[src/rtl/async_cpu_pkg.sv]
// Shared types for the async CPU pipeline inter-stage links.
//   hs_in_state_t  : producer-side 4-phase handshake states
//   hs_out_state_t : consumer-side 4-phase handshake states
package async_cpu_pkg;

  typedef enum logic {
    IN_IDLE = 1'b0,
    IN_ACK  = 1'b1
  } hs_in_state_t;

  typedef enum logic [1:0] {
    OUT_IDLE = 2'd0,
    OUT_REQ  = 2'd1,
    OUT_WAIT = 2'd2
  } hs_out_state_t;

endpackage

[src/rtl/hs_fifo_mem.sv]
// Storage for hs_stage_buffer: circular array with registered occupancy flags.
//   clk, rst (sync, active-low)
//   push/wdata : write wdata at the write pointer
//   pop/rdata  : rdata always shows the entry at the read pointer; pop advances it
//   clr        : empties the queue (pointers and count to zero), overrides push/pop
//   count/full/empty : registered occupancy
module hs_fifo_mem #(
  parameter int WIDTH = 16,
  parameter int DEPTH = 4
) (
  input  logic                         clk,
  input  logic                         rst,
  input  logic                         push,
  input  logic                         pop,
  input  logic                         clr,
  input  logic [WIDTH-1:0]             wdata,
  output logic [WIDTH-1:0]             rdata,
  output logic [$clog2(DEPTH+1)-1:0]   count,
  output logic                         full,
  output logic                         empty
);

  localparam int AW = $clog2(DEPTH);
  localparam int CW = $clog2(DEPTH+1);

  logic [WIDTH-1:0] mem_q [DEPTH];
  logic [AW-1:0]    wr_ptr_q, wr_ptr_d;
  logic [AW-1:0]    rd_ptr_q, rd_ptr_d;
  logic [CW-1:0]    count_q, count_d;
  logic             full_q, full_d;
  logic             empty_q, empty_d;

  // DEPTH is a power of two, so pointer wrap is the natural overflow.
  always_comb begin
    wr_ptr_d = wr_ptr_q;
    rd_ptr_d = rd_ptr_q;
    count_d  = count_q;
    if (clr) begin
      wr_ptr_d = '0;
      rd_ptr_d = '0;
      count_d  = '0;
    end else begin
      if (push) wr_ptr_d = wr_ptr_q + AW'(1);
      if (pop)  rd_ptr_d = rd_ptr_q + AW'(1);
      if (push && !pop)      count_d = count_q + CW'(1);
      else if (!push && pop) count_d = count_q - CW'(1);
    end
    full_d  = (count_d == CW'(DEPTH));
    empty_d = (count_d == '0);
  end

  always_ff @(posedge clk) begin
    if (!rst) begin
      wr_ptr_q <= '0;
      rd_ptr_q <= '0;
      count_q  <= '0;
      full_q   <= 1'b0;
      empty_q  <= 1'b1;
    end else begin
      wr_ptr_q <= wr_ptr_d;
      rd_ptr_q <= rd_ptr_d;
      count_q  <= count_d;
      full_q   <= full_d;
      empty_q  <= empty_d;
    end
  end

  // Payload storage carries no reset; only the pointers qualify it.
  always_ff @(posedge clk) begin
    if (push && !clr) mem_q[wr_ptr_q] <= wdata;
  end

  assign rdata = mem_q[rd_ptr_q];
  assign count = count_q;
  assign full  = full_q;
  assign empty = empty_q;

endmodule

[src/rtl/hs_stage_buffer.sv]
// Elastic inter-stage buffer between 4-phase req/ack channels (IF->ID, ID->ALU, ALU->WB).
//   clk, rst (sync, active-low), flush (sync discard of queued/in-flight words)
//   in_req/in_data/in_ack    : producer channel
//   out_req/out_data/out_ack : consumer channel, out_data registered
//   count/full/empty         : stored entries, not counting the word on out_data
module hs_stage_buffer
  import async_cpu_pkg::*;
#(
  parameter int WIDTH = 16,
  parameter int DEPTH = 4
) (
  input  logic                       clk,
  input  logic                       rst,
  input  logic                       flush,
  input  logic                       in_req,
  input  logic [WIDTH-1:0]           in_data,
  output logic                       in_ack,
  output logic                       out_req,
  output logic [WIDTH-1:0]           out_data,
  input  logic                       out_ack,
  output logic [$clog2(DEPTH+1)-1:0] count,
  output logic                       full,
  output logic                       empty
);

  hs_in_state_t     in_state_q, in_state_d;
  hs_out_state_t    out_state_q, out_state_d;
  logic [WIDTH-1:0] out_data_q, out_data_d;
  logic             push, pop;
  logic [WIDTH-1:0] rdata;
  logic             fifo_full, fifo_empty;

  hs_fifo_mem #(.WIDTH(WIDTH), .DEPTH(DEPTH)) u_mem (
    .clk   (clk),
    .rst   (rst),
    .push  (push),
    .pop   (pop),
    .clr   (flush),
    .wdata (in_data),
    .rdata (rdata),
    .count (count),
    .full  (fifo_full),
    .empty (fifo_empty)
  );

  // Producer side. During flush a pending request is still acknowledged so
  // the producer's handshake completes, but the word is dropped.
  always_comb begin
    in_state_d = in_state_q;
    push       = 1'b0;
    case (in_state_q)
      IN_IDLE: begin
        if (in_req) begin
          if (flush) begin
            in_state_d = IN_ACK;
          end else if (!fifo_full) begin
            push       = 1'b1;
            in_state_d = IN_ACK;
          end
        end
      end
      IN_ACK: begin
        if (!in_req) in_state_d = IN_IDLE;
      end
      default: in_state_d = IN_IDLE;
    endcase
  end

  // Consumer side. Flush withdraws a presented word by moving to OUT_WAIT,
  // which still waits for out_ack low before the next issue.
  always_comb begin
    out_state_d = out_state_q;
    out_data_d  = out_data_q;
    pop         = 1'b0;
    case (out_state_q)
      OUT_IDLE: begin
        if (!fifo_empty && !flush) begin
          pop         = 1'b1;
          out_data_d  = rdata;
          out_state_d = OUT_REQ;
        end
      end
      OUT_REQ: begin
        if (flush || out_ack) out_state_d = OUT_WAIT;
      end
      OUT_WAIT: begin
        if (!out_ack) out_state_d = OUT_IDLE;
      end
      default: out_state_d = OUT_IDLE;
    endcase
  end

  always_ff @(posedge clk) begin
    if (!rst) begin
      in_state_q  <= IN_IDLE;
      out_state_q <= OUT_IDLE;
      out_data_q  <= '0;
    end else begin
      in_state_q  <= in_state_d;
      out_state_q <= out_state_d;
      out_data_q  <= out_data_d;
    end
  end

  assign in_ack   = (in_state_q == IN_ACK);
  assign out_req  = (out_state_q == OUT_REQ);
  assign out_data = out_data_q;
  assign full     = fifo_full;
  assign empty    = fifo_empty;

  // The producer may only withdraw its request once it has been acknowledged.
  a_in_req_held: assert property (@(posedge clk) disable iff (!rst)
    $fell(in_req) |-> in_ack);

  // The storage is never written while full.
  a_no_overflow: assert property (@(posedge clk) disable iff (!rst)
    push |-> !fifo_full);

endmodule

[config.mk]
export PLATFORM = sky130hd
export DESIGN_NAME = hs_stage_buffer
export DESIGN_NICKNAME = d
export VERILOG_FILES = /design/src/rtl/async_cpu_pkg.sv /design/src/rtl/hs_fifo_mem.sv /design/src/rtl/hs_stage_buffer.sv
export SDC_FILE = /design/constraint.sdc
export NUM_CORES = 1
export LEC_CHECK = 0
export CAP_MARGIN = 20
export CORE_MARGIN = 1
export CORE_UTILIZATION = 36
export CTS_BUF_LIST = sky130_fd_sc_hd__clkbuf_2
export DETAILED_ROUTE_END_ITERATION = 10
export DONT_BUFFER_PORTS = 1
export SLEW_MARGIN = 20
export SYNTH_ARGS = -nofsm -noshare
export SYNTH_HDL_FRONTEND = slang
export SYNTH_SLANG_ARGS = --single-unit
export TNS_END_PERCENT = 1
[constraint.sdc]
create_clock -name clk -period 2.65 [get_ports clk]
set_input_delay 0.265 -clock clk [delete_from_list [all_inputs] [get_ports clk]]
set_output_delay 0.265 -clock clk [all_outputs]
set_load 0.01 [all_outputs]
==> impl_metrics.yaml <==
finish:
  nets: 276
  final_core_util_pct: 43.46
  synthToLayoutAreaGrowth_pct: 15.30
  n_antenna_cell: 0
  fillers: 840
  multi_input_area_um2: 1007
  drive_above_1_share_pct: 18.90
  seqCellArea_um2: 2482
floorplan:
  die_x_um: 101.3
  rows: 35
  ios: 44
  initial_core_util_pct: 37.69
  die_h_um: 101.3
  die_area_um2: 10260
  core_um2: 9415
timing:
  finalCritPeriodShare_pct: 92.87
  fin_ws_ns: 0.1889
  finClkSkew_ns: 0.02497
  tightest_slew_ns: 0.8243
  final_max_slew_viol_count: 0
  maxSlewHeadroom_pct: 44.97
  grt_setup_unrepaired: "no"
  setup_viol: 0
  fin_hold_ws_ns: 0.05763
  fin_crit_ns: 2.461
  tns_ns: 0
  fmax_ghz: 0.4063
  hold_viol_final: 0
route:
  drt_iter0_markers: 34
  drt-total-wl_mm: 6.045
  drc_errors: 0
  drt-pass1-iter-count: 4
  post_drt_via_cell_ratio: 4.650
  vias: 1781
  wire_per_inst_um: 15.78
  ant_nets: 0
synth:
  yosys.area.top_type: "edfxtp_1"
  ys_ff_latch: 92
  synth_edf_count: 64
  synthTopCellsByCount: "edfxtp_1, nand2_1, dfxtp_1"
  synth_cell_type_count: 36
  synth_warnings: 0
  netlist_instances: 220
  synth_nets: 247
  synth.top_cells.by_area: "edfxtp_1, dfxtp_1, mux4_2, a21boi_0, nand2_1"
  syn_avg_cell_area_um2: 16.13
  synth.most_common_cell: "edfxtp_1"
  ys_seq_area_share_pct: 69.96
  synth_top_area_share_pct: 54.16
  syn-cell-area_um2: 3548
  ys.flop_type: "edfxtp_1"
  ys_async_sr_fraction_pct: 0
clock_tree:
  cts_tree: "built"
  clockRootBuffer: "clkbuf_2"
  path_clk_slew_ns: 0.24
  cts_max_path_buffers: 2
  cts_setup_buffers: 0
  worstSkewPairLatency_ns: 0.52
  numCtsBuffers: 9
  cts.sinks: 92
  ctsHtreeMaxLevel: 3
min_path:
  hold_depth: 3
  hp-class: "in2reg"
critical_path:
  crit_path_end_kind: "flop"
  crit_path_max_incr_delay_ns: 0.58
  critPathLaunchType: "flop"
  arrival_ns: 2.96
  critPathRequiredTime_ns: 3.14
  crit_fanout: 8
  r2r_cells: 6
  worstSetupPathType: "reg2reg"
  critPathSlowestCell: "or4_4"
  path_cells: "or4_4, and2_4, a22oi_1, xnor2_1, nor4bb_1, dlygate4sd3_1"
power_and_ir_drop:
  swShare_pct: 20.57
  combPwrFrac_pct: 4.8
  powerDensity_nw_per_um2: 626.2
  p_seq_share_pct: 61.6
  power_frac_clock_pct: 33.7
  p_int_mw: 2.035
  vdd_drop_max_v: 0.0002162
  power_leakage_nw: 1.311
  switching_power_mw: 0.5270
place:
  pre_cts_slack_ns: 0.5874
  place_congestion: 0.7009
  hpwlAfterDp_mm: 3.922
  portBuffers: 0
status:
  status: "finished, final reports clean"
grt:
  grt_use_total_pct: 12.95
  grt.overflow.total: 0
  grt_max_degree: 19
  grt_first_pass_wirelength_mm: 9.673
  grt_pass1_vias: 1900
  antenna_found_initial: 0
run:
  maxCapViolations: 0
final timing paths:
check	start	endpoint	slack, ns
setup / recovery	u_mem.empty	u_mem.full	0.19
setup reg to reg	u_mem.empty	u_mem.full	0.19
hold reg to reg	out_data[2]	out_data[2]	0.53
hold / removal	in_req	u_mem.wr_ptr_q[0]	0.06
logic make-up (layout without fill, tap and decap cells):
group / after synthesis / after routing / synth area share [%]
buf+inv: 14 / 48 / 1.763
flops: 92 / 92 / 69.96
fa+ha+maj: 6 / 6 / 2.116
xor+xnor: 5 / 5 / 1.234
compound gates: 26 / 26 / 5.430
mux: 17 / 17 / 10.47
simple gates: 60 / 60 / 9.027
sequential cells by signal, indices dropped and copies added, names as in the netlist:
register and flops:
u_mem.full 1, u_mem.mem_q 64, u_mem.rd_ptr_q 2, u_mem.count 3, u_mem.empty 1, u_mem.wr_ptr_q 2
out_state_q 2, in_ack 1, out_data 16
power by group through the flow:
stage / clock network (mW) / logic [mW] / registers (mW)
6_report: 0.862 / 0.123 / 1.58
3_5_place_dp: 0 / 0.0856 / 1.61
4_1_cts: 0.885 / 0.125 / 1.58
2_1_floorplan: 0 / 0.0716 / 1.60
5_1_grt: 0.932 / 0.137 / 1.58
3_3_place_gp: 0 / 0.0842 / 1.61
critical path, delay by kind of cell, from the launching register on:
kind	cells	cell delay, ns
flip-flops	1	0.43
buffers and inverters	1	0.57
AND/OR/NAND/NOR	3	1.04
XOR/XNOR	1	0.18
AO/OA/AOI/OAI	1	0.22
per-layer routing:
metal	vias up	track usage [%]	share of wire, %
met5	-	0	0
met4	0	6.689	1.7
met3	10	3.106	3.8
met2	29	22.87	51
met1	871	14.59	43
li1	871	-	-
repair_timing:
item / in CTS / in global routing
endpoints found under the setup margin: 0 / 1
hold buffers: 21 / 0
gates resized for setup: 0 / 1
endpoints found under the hold margin: 86 / 0
layout make-up:
| cell class | count | area share, % |
|---|---|---|
| sequential | 92 | 60.67 |
| inverter | 4 | 0.3670 |
| multi-input combinational | 114 | 24.62 |
| clock buffer | 10 | 1.223 |
| clock inverter | 6 | 2.752 |
| timing repair buffer | 28 | 6.422 |
| tap | 129 | 3.945 |
layout by cell type (no fill, tap or decap), types with 2 or more instances in the layout:
master	synthesis	layout
nor2b_1	2	2
nor2_1	9	9
and2_1	4	4
inv_1	4	4
dlygate4sd3_1	0	21
a21oi_1	2	2
dfxtp_1	28	28
clkinv_4	0	2
clkbuf_2	0	10
buf_4	0	7
a21boi_0	17	17
mux4_2	16	16
bufinv_16	0	3
nand2_1	34	34
edfxtp_1	64	64
ha_1	6	6
xnor2_1	4	4
per-stage QoR:
step,total power [mW],instance area [um2],cells
after floorplan,1.676,3548,220
after detailed placement,1.694,3715,346
after CTS,2.587,4088,383
final,2.562,4091,383
after global routing,2.649,4091,383
after global placement,1.692,3715,346
Power figures use the tool's default switching activity.
